**src/rtl/uart_pkg.sv**
```systemverilog
// Shared UART definitions: FSM encodings, line levels, baud helper.
package uart_pkg;

    typedef enum logic [3:0] {
        IDLE  = 4'b0001,
        START = 4'b0010,
        DATA  = 4'b0100,
        STOP  = 4'b1000
    } uart_state_e;

    localparam logic START_BIT = 1'b0;
    localparam logic STOP_BIT  = 1'b1;

    function automatic int unsigned calc_ticks(
        input int unsigned clk_freq,
        input int unsigned baud_rate
    );
        return clk_freq / baud_rate;
    endfunction

endpackage

```
**src/rtl/uart_sync2.sv**
```systemverilog
// Two-flop synchronizer with a selectable reset level.
module uart_sync2 #(
    parameter logic RST_VAL = 1'b1
) (
    input  logic clk,
    input  logic rst_n,
    input  logic i_d,
    output logic o_q
);

    logic r_meta;
    logic r_sync;

    always_ff @(posedge clk or negedge rst_n) begin
        if (!rst_n) begin
            r_meta <= RST_VAL;
            r_sync <= RST_VAL;
        end else begin
            r_meta <= i_d;
            r_sync <= r_meta;
        end
    end

    assign o_q = r_sync;

endmodule

```
**src/rtl/uart_rx.sv**
```systemverilog
// 8N1 UART receiver: mid-bit sampling, one-cycle valid / frame-error pulses.
module uart_rx
    import uart_pkg::*;
#(
    parameter int unsigned CLK_FREQ  = 100000000,
    parameter int unsigned BAUD_RATE = 2000000
) (
    input  logic       clk,
    input  logic       rst_n,
    input  logic       rx,
    output logic [7:0] rx_data_o,
    output logic       rx_data_valid,
    output logic       rx_frame_err,
    output logic       rx_busy
);

    localparam int unsigned TICKS = calc_ticks(CLK_FREQ, BAUD_RATE);
    localparam int unsigned HALF  = TICKS / 2;
    localparam logic [15:0] BIT_TC  = 16'(TICKS - 1);
    localparam logic [15:0] HALF_TC = 16'(HALF - 1);

    generate
        if (TICKS < 4) begin : g_bad_baud
            $error("uart_rx: CLK_FREQ/BAUD_RATE must be at least 4");
        end
    endgenerate

    uart_state_e r_state;
    uart_state_e w_next;

    logic        w_rx_s;
    logic [15:0] r_cnt;
    logic [15:0] w_cnt_nxt;
    logic [3:0]  r_bit_cnt;
    logic [3:0]  w_bit_nxt;
    logic [7:0]  r_shreg;
    logic [7:0]  r_data;
    logic        r_valid;
    logic        r_ferr;
    logic        w_shift;
    logic        w_valid;
    logic        w_ferr;

    uart_sync2 #(.RST_VAL(1'b1)) u_sync (
        .clk   (clk),
        .rst_n (rst_n),
        .i_d   (rx),
        .o_q   (w_rx_s)
    );

    always_ff @(posedge clk or negedge rst_n) begin
        if (!rst_n) begin
            r_state <= IDLE;
        end else begin
            r_state <= w_next;
        end
    end

    always_comb begin
        w_next    = r_state;
        w_cnt_nxt = r_cnt + 16'd1;
        w_bit_nxt = r_bit_cnt;
        w_shift   = 1'b0;
        w_valid   = 1'b0;
        w_ferr    = 1'b0;
        case (r_state)
            IDLE: begin
                w_cnt_nxt = '0;
                w_bit_nxt = '0;
                if (w_rx_s == START_BIT) begin
                    w_next = START;
                end
            end
            START: begin
                if (r_cnt == HALF_TC) begin
                    w_cnt_nxt = '0;
                    // A start bit that is gone by mid-bit was a glitch.
                    w_next = (w_rx_s == START_BIT) ? DATA : IDLE;
                end
            end
            DATA: begin
                if (r_cnt == BIT_TC) begin
                    w_cnt_nxt = '0;
                    w_shift   = 1'b1;
                    w_bit_nxt = r_bit_cnt + 4'd1;
                    if (w_bit_nxt == 4'd8) begin
                        w_next = STOP;
                    end
                end
            end
            STOP: begin
                if (r_cnt == BIT_TC) begin
                    w_cnt_nxt = '0;
                    w_valid   = (w_rx_s == STOP_BIT);
                    w_ferr    = (w_rx_s != STOP_BIT);
                    w_next    = IDLE;
                end
            end
            default: begin
                w_next    = IDLE;
                w_cnt_nxt = '0;
                w_bit_nxt = '0;
            end
        endcase
    end

    always_ff @(posedge clk or negedge rst_n) begin
        if (!rst_n) begin
            r_cnt     <= '0;
            r_bit_cnt <= '0;
            r_shreg   <= '0;
            r_data    <= '0;
            r_valid   <= 1'b0;
            r_ferr    <= 1'b0;
        end else begin
            r_cnt     <= w_cnt_nxt;
            r_bit_cnt <= w_bit_nxt;
            r_valid   <= w_valid;
            r_ferr    <= w_ferr;
            if (w_shift) begin
                r_shreg <= {w_rx_s, r_shreg[7:1]};
            end
            if (w_valid) begin
                r_data <= r_shreg;
            end
        end
    end

    assign rx_data_o     = r_data;
    assign rx_data_valid = r_valid;
    assign rx_frame_err  = r_ferr;
    assign rx_busy       = (r_state != IDLE);

endmodule
```
**config.mk**
```make
export PLATFORM = sky130hd
export DESIGN_NAME = uart_rx
export DESIGN_NICKNAME = d
export VERILOG_FILES = /design/src/rtl/uart_pkg.sv /design/src/rtl/uart_sync2.sv /design/src/rtl/uart_rx.sv
export SDC_FILE = /design/constraint.sdc
export NUM_CORES = 1
export LEC_CHECK = 0
export BUFFER_PORTS_ARGS = -buffer_cell sky130_fd_sc_hd__buf_4
export CAP_MARGIN = 20
export CORE_ASPECT_RATIO = 0.7
export CORE_UTILIZATION = 30
export DETAILED_ROUTE_END_ITERATION = 12
export MAX_ROUTING_LAYER = met4
export PLACE_DENSITY = 0.53
export SLEW_MARGIN = 20
export SYNTH_ARGS = -nofsm -noshare
export SYNTH_HDL_FRONTEND = slang
export SYNTH_SLANG_ARGS = --single-unit
```
**constraint.sdc**
```tcl
create_clock -name clk -period 4.8 [get_ports clk]
set_input_delay 0.96 -clock clk [delete_from_list [all_inputs] [get_ports clk]]
set_output_delay 0.96 -clock clk [all_outputs]
set_load 0.005 [all_outputs]
```
==> summary.md, run 1 <==
| Metric | Value |
|---|---|
| Mapped Avg Cell Area | 12.1 µm² |
| Final #Nets | 190 |
| Setup TNS | 0 ns |
| Pin count of the biggest net entering global routing | 45 |
| CP required | 3.84 ns |
| Detailed placement HPWL | 2.43 mm |
| Startpoint types | flop |
| Port-buffer cells | 13 |
| Diodes inserted | 0 |
| Finished Cell Area | 0.00231 mm² |
| Initial antenna violation count | 0 |
| Clock-pin slew on the worst setup and hold paths | 0.09 ns |
| Static Leak | 1.02 nW |
| # H-tree levels | 2 |
| Setup CP Type | reg -> out |
| Max-capacitance violation count | 0 |
| Dpl cells | 267 |
| Chip Width | 99.6 µm |
| Row cnt | 24 |
| Die Ht | 70.3 µm |
| Final non-filler cell total | 275 |
| Mapped cell area | 0.00200 mm² |
| Switching power total | 0.229 mW |
| Worst-margin pin slew | 0.646 ns |
| Remaining Overflow, GRT | 0 |
| Resized cells post-CTS | 0 |
| Initial DRC Count | 88 |
| Register area share after synthesis | 55.3% |
| Final Hold Viols | 0 |
| Area of the die | 0.00700 mm² |
| Most common cell after layout, fill and taps aside | dfrtp_1 |
| Number of global-route vias before repair | 1160 |
| Rel. slew slack | 56.8% |
| Clk buf depth | 2 |
| Total wire length | 3.49 mm |
| RD Place Congestion | 0.733 |
| Drt wl/cell | 12.7 µm |
| Clock Power Share | 34.9% |
| Core area | 0.00634 mm² |
| Post-CTS Setup Repair Bufs | 0 |
| Max VDD drop | 0.000132 V |
| Yosys warning total | 0 |
| RSZ-0062 raised after global routing | no |
| Share of cells above drive strength 1 | 27.7% |
| Skew-Pair Late Insertion Delay | 0.29 ns |
| Antenna viol nets, final | 0 |
| Total CTS buffers | 5 |
| Crit Path Max Fanout | 5 |
| Synthesized Nets | 172 |
| Gr usage total | 11.4% |
| CTS tree | yes |
| Sw frac | 27.6% |
| DRC Markers | 0 |
| Starting Density | 31.6% |
| Flop pwr share | 49.6% |
| CP Capture Type | primary output |
| Status | completed |
| Hold Path Class | reg -> reg |
| Final setup viols | 0 |
| Gate power share | 15.5% |
| CTS root buf | clkbuf_8 |
| Clock skew | 0.00355 ns |
| CP arrival | 1.32 ns |
| Register bit total from synthesis | 44 |
| Via count | 1230 |
| FMAX | 0.438 GHz |
| Boundary Pins | 14 |
| Post-synthesis cell count | 165 |
| First-pass GRT wire length | 5.98 mm |
| Fin crit period | 2.28 ns |
| Placed inst area | 0.00219 mm² |
| Unique masters post-synth | 35 |
| Power Total | 0.831 mW |
| Power per Cell Area | 360 mW/mm² |
| Commonest non-fill, non-tap cells in the layout | dfrtp_1, nor2_1, mux2_2 |
| Drt pass-1 iters | 4 |
| Sinks on Clock Net | 44 |
| Int Pwr | 0.602 mW |
| Final Max Slew Viols | 0 |
| Area Overhead vs Synth | 15.4% |
| Final Cycle Share | 47.5% |
| Hold_buf cts | 0 |
| Via-to-Cell Ratio | 4.47 |
-- final timing paths --
path / to / start / cells after the start / slack [ns]
worst max-delay path: rx_busy / r_state[1]$_DFFE_PN0P_ / 4 / 2.52
worst min-delay path: u_sync.o_q$_DFF_PN1_ / u_sync.r_meta$_DFF_PN1_ / 0 / 0.36
worst max register to register: r_shreg[0]$_DFFE_PN0P_ / r_cnt[2]$_DFF_PN0_ / 4 / 2.53
worst min register to register: u_sync.o_q$_DFF_PN1_ / u_sync.r_meta$_DFF_PN1_ / 0 / 0.36
max in group asynchronous: r_state[0]$_DFFE_PN1P_ / rst_n / 1 / 3.76
min in group asynchronous: r_cnt[7]$_DFF_PN0_ / rst_n / 1 / 0.65
-- cell usage after synthesis --
| cell | n | area, µm² |
|---|---|---|
| a211oi_1 | 1 | 7.51 |
| a21oi_1 | 3 | 15.0 |
| a22o_1 | 2 | 17.5 |
| a31oi_1 | 1 | 6.26 |
| and3_1 | 6 | 37.5 |
| and4_1 | 1 | 8.76 |
| and4_2 | 1 | 10.0 |
| and4b_1 | 1 | 10.0 |
| buf_4 | 1 | 7.51 |
| buf_6 | 1 | 11.3 |
| dfrtp_1 | 41 | 1030 |
| dfstp_2 | 3 | 78.8 |
| ha_1 | 4 | 50.1 |
| inv_1 | 7 | 26.3 |
| mux2_2 | 18 | 203 |
| nand2_1 | 7 | 26.3 |
| nand3_1 | 7 | 35.0 |
| nand3b_1 | 1 | 7.51 |
| nand4_1 | 2 | 12.5 |
| nand4b_1 | 2 | 17.5 |
| nor2_1 | 19 | 71.3 |
| nor2_4 | 1 | 11.3 |
| nor2b_1 | 1 | 6.26 |
| nor3_1 | 3 | 15.0 |
| nor3_4 | 2 | 32.5 |
| nor4_1 | 4 | 25.0 |
| o21ai_1 | 1 | 5.00 |
| o21ba_2 | 1 | 10.0 |
| o31a_2 | 1 | 10.0 |
| o32ai_1 | 2 | 17.5 |
| or2_4 | 1 | 8.76 |
| or4b_2 | 1 | 10.0 |
| or4b_4 | 1 | 13.8 |
| xnor2_1 | 9 | 78.8 |
| xor2_1 | 8 | 70.1 |
-- cell type report --
cell class,instances,area [µm²]
Multi-Input combinational cell,112,850
Timing Repair Buffer,13,97.6
Clock inverter,3,46.3
Sequential cell,44,1100
Tap cell,91,114
Fill cell,621,4030
Inverter,7,26.3
Clock buffer,5,68.8
-- per-stage QoR --
stage,hold slack (ns),util (%),setup WS (ns)
after floorplan,0.345,-,2.86
after global placement,0.347,34.6,2.56
after detailed placement,0.347,34.6,2.54
after CTS,0.361,36.4,2.50
after global routing,0.366,36.4,2.29
final,0.359,36.4,2.52
-- kinds of logic (layout without fill, tap and decap cells) --
family | Yosys count | count (layout) | synth area share, %
AND/OR/NAND/NOR | 61 | 61 | 18.0
multiplexers | 18 | 18 | 10.1
flip-flops | 44 | 44 | 55.3
buffers and inverters | 9 | 28 | 2.25
XOR/XNOR | 17 | 17 | 7.45
adder cells (fa/ha/maj) | 4 | 4 | 2.50
AO/OA/AOI/OAI | 12 | 12 | 4.44
-- critical path, stage by stage, from the launching register on --
cell and delay (ns):
dfrtp_1 0.43, nor2_1 0.15, and3_1 0.23, inv_1 0.08, buf_4 0.14
-- per-layer routing --
| layer | GRT usage (%) | wire [µm] | vias up |
|---|---|---|---|
| li1 | - | - | 619 |
| met1 | 18.4 | 2040 | 593 |
| met2 | 12.8 | 1320 | 13 |
| met3 | 3.00 | 82 | 5 |
| met4 | 4.41 | 48 | 0 |
| met5 | - | 0 | - |
-- registers in the layout (all words and copies together), names as in the netlist --
register and flops:
r_cnt 16, r_shreg 8, rx_data_o 8, r_bit_cnt 4, r_state 4, rx_data_valid 1
rx_frame_err 1, u_sync.o_q 1, u_sync.r_meta 1
-- power groups by stage --
stage | Clock, mW | Sequential (mW) | Combinational, mW
floorplan | 0 | 0.414 | 0.0939
global placement | 0 | 0.420 | 0.133
detailed placement | 0 | 0.420 | 0.130
CTS | 0.301 | 0.413 | 0.130
global route | 0.316 | 0.417 | 0.144
finish | 0.290 | 0.413 | 0.129
No activity file was read; power rests on OpenSTA's default activity.
==> run 2, diff against run 1 <==
--- a/config.mk
+++ b/config.mk
@@ -11,7 +11,7 @@
 export CORE_UTILIZATION = 30
 export DETAILED_ROUTE_END_ITERATION = 12
 export MAX_ROUTING_LAYER = met4
-export PLACE_DENSITY = 0.53
+export PLACE_DENSITY = 0.55
 export SLEW_MARGIN = 20
 export SYNTH_ARGS = -nofsm -noshare
 export SYNTH_HDL_FRONTEND = slang
==> constraint.sdc (replaced) <==
create_clock -name clk -period 2 [get_ports clk]
set_input_delay 0.4 -clock clk [delete_from_list [all_inputs] [get_ports clk]]
set_output_delay 0.4 -clock clk [all_outputs]
set_load 0.005 [all_outputs]
==> summary.md, run 2 (same netlist as run 1, synthesis figures left out) <==
| Metric | Value |
|---|---|
| Clock-pin slew on the worst setup and hold paths | 0.09 ns |
| Met2 usage | 14.4% |
| Sw frac | 27.4% |
| Final setup viols | 0 |
| CP arrival | 2.16 ns |
| RD Place Congestion | 0.754 |
| Core area | 0.00634 mm² |
| Largest register FFs | 16 |
| Final #Nets | 206 |
| Critical path's slowest cell | or4b_4 |
| Clock skew | 0.00338 ns |
| Multi-input gate area | 880 µm² |
| Drt pass-1 iters | 4 |
| Hold Path Class | in -> async |
| Share of cells above drive strength 1 | 35.0% |
| FMAX | 0.505 GHz |
| Commonest non-fill, non-tap cells in the layout | dfrtp_1, buf_4, nor2_1 |
| Antenna viol nets, final | 0 |
| Grt met1 use | 19.3% |
| Gr usage total | 12.1% |
| CP cell instances | or4b_4, or2_4, nor3_4, buf_12, mux2_2 |
| # H-tree levels | 2 |
| Area Overhead vs Synth | 24.8% |
| CTS tree | yes |
| CP required | 2.18 ns |
| DRC Markers | 0 |
| Reg area | 0.00110 mm² |
| Chip Width | 99.6 µm |
| Final Cycle Share | 99.1% |
| Max-capacitance violation count | 0 |
| Port-buffer cells | 13 |
| Diodes inserted | 0 |
| Skew-Pair Late Insertion Delay | 0.29 ns |
| Most common cell after layout, fill and taps aside | dfrtp_1 |
| RSZ-0062 raised after global routing | yes |
| Die Ht | 70.3 µm |
| Gate power share | 19.8% |
| Starting Density | 31.6% |
| Int Pwr | 1.52 mW |
| Power per Cell Area | 837 mW/mm² |
| Drt wl/cell | 12.6 µm |
| CP Capture Type | flop |
| Static Leak | 1.13 nW |
| Clk buf depth | 2 |
| Detailed placement HPWL | 2.55 mm |
| Final Core Density | 39.4% |
| Total CTS buffers | 5 |
| Total wire length | 3.66 mm |
| Clock Power Share | 33.3% |
| Max stage delay on crit path | 0.56 ns |
| Final Hold Viols | 0 |
| Power Total | 2.09 mW |
| Sinks on Clock Net | 44 |
| Met3 Use GR | 3.10% |
| CTS root buf | clkbuf_8 |
| Number of global-route vias before repair | 1237 |
| Largest register by flop count | r_cnt |
| Worst-margin pin slew | 0.597 ns |
| Placed inst area | 0.00235 mm² |
| First-pass GRT wire length | 6.29 mm |
| Startpoint types | flop |
| Initial DRC Count | 76 |
| Boundary Pins | 14 |
| Setup CP Type | reg -> reg |
| Finished Cell Area | 0.00249 mm² |
| Row cnt | 24 |
| Flop pwr share | 46.9% |
| Pin count of the biggest net entering global routing | 45 |
| Switching power total | 0.571 mW |
| Via count | 1293 |
| Final Max Slew Viols | 0 |
| Rel. slew slack | 60.1% |
| Via-to-Cell Ratio | 4.44 |
| Area of the die | 0.00700 mm² |
| Fin crit period | 1.98 ns |
| Crit Path Max Fanout | 8 |
| Status | completed |
| Post-CTS Setup Repair Bufs | 0 |
| Initial antenna violation count | 0 |
| Max VDD drop | 0.000389 V |
| Most Crowded Layer GR | met1 |
| Remaining Overflow, GRT | 0 |
| Fillers | 614 |
## run 2: path summary, 6_finish.rpt
kind	start	endpoint	slack, ns	cells after the start
setup / recovery	r_state[1]$_DFFE_PN0P_	rx_data_o[3]$_DFFE_PN0P_	0.02	5
hold / removal	rst_n	r_cnt[10]$_DFF_PN0_	0.09	1
setup reg to reg	r_state[1]$_DFFE_PN0P_	rx_data_o[3]$_DFFE_PN0P_	0.02	5
hold reg to reg	u_sync.r_meta$_DFF_PN1_	u_sync.o_q$_DFF_PN1_	0.36	0
max in group asynchronous	rst_n	u_sync.o_q$_DFF_PN1_	1.53	1
min in group clk	rx	u_sync.r_meta$_DFF_PN1_	0.21	1
## run 2: power groups by stage
| stage | clock network, mW | logic [mW] | registers [mW] |
|---|---|---|---|
| finish | 0.695 | 0.414 | 0.979 |
| global route | 0.759 | 0.463 | 0.987 |
| CTS | 0.723 | 0.413 | 0.979 |
| detailed placement | 0 | 0.410 | 0.997 |
| global placement | 0 | 0.417 | 0.994 |
| floorplan | 0 | 0.225 | 0.994 |
## run 2: area by class of cell
cell class                 instances  share of cell area, %
multi-input combinational        112                   35.3
clock buffer                       5                   2.76
clock inverter                     3                   1.86
inverter                           7                   1.05
tap                               91                   4.56
timing repair buffer              29                   10.2
sequential                        44                   44.3
## run 2: metrics by stage
step	std cells	hold slack (ns)	TNS (ns)	setup slack (ns)
floorplan	165	0.104	0	0.0570
global placement	283	0.348	-0.0965	-0.0965
detailed placement	283	0.347	-0.0737	-0.0697
CTS	291	0.110	0	0.00525
global route	291	0.135	-0.255	-0.0344
finish	291	0.0890	0	0.0188
## run 2: timing repair
action / in CTS / in global routing
gates resized for setup: 2 / 3
hold buffers: 0 / 0
endpoints found under the setup margin: 17 / 19
hold endpoints to repair: 0 / 0
## run 2: critical path: cells and delay by family (launching register included)
kind,cells,cell delay (ns)
flip-flops,1,0.40
AND/OR/NAND/NOR,3,0.98
buffers and inverters,1,0.16
multiplexers,1,0.33
## run 2: layer usage
layer	part of all wire, %	routed length, µm
met5	0	0
met4	0.82	30
met3	3.0	109
met2	38	1390
met1	58	2130
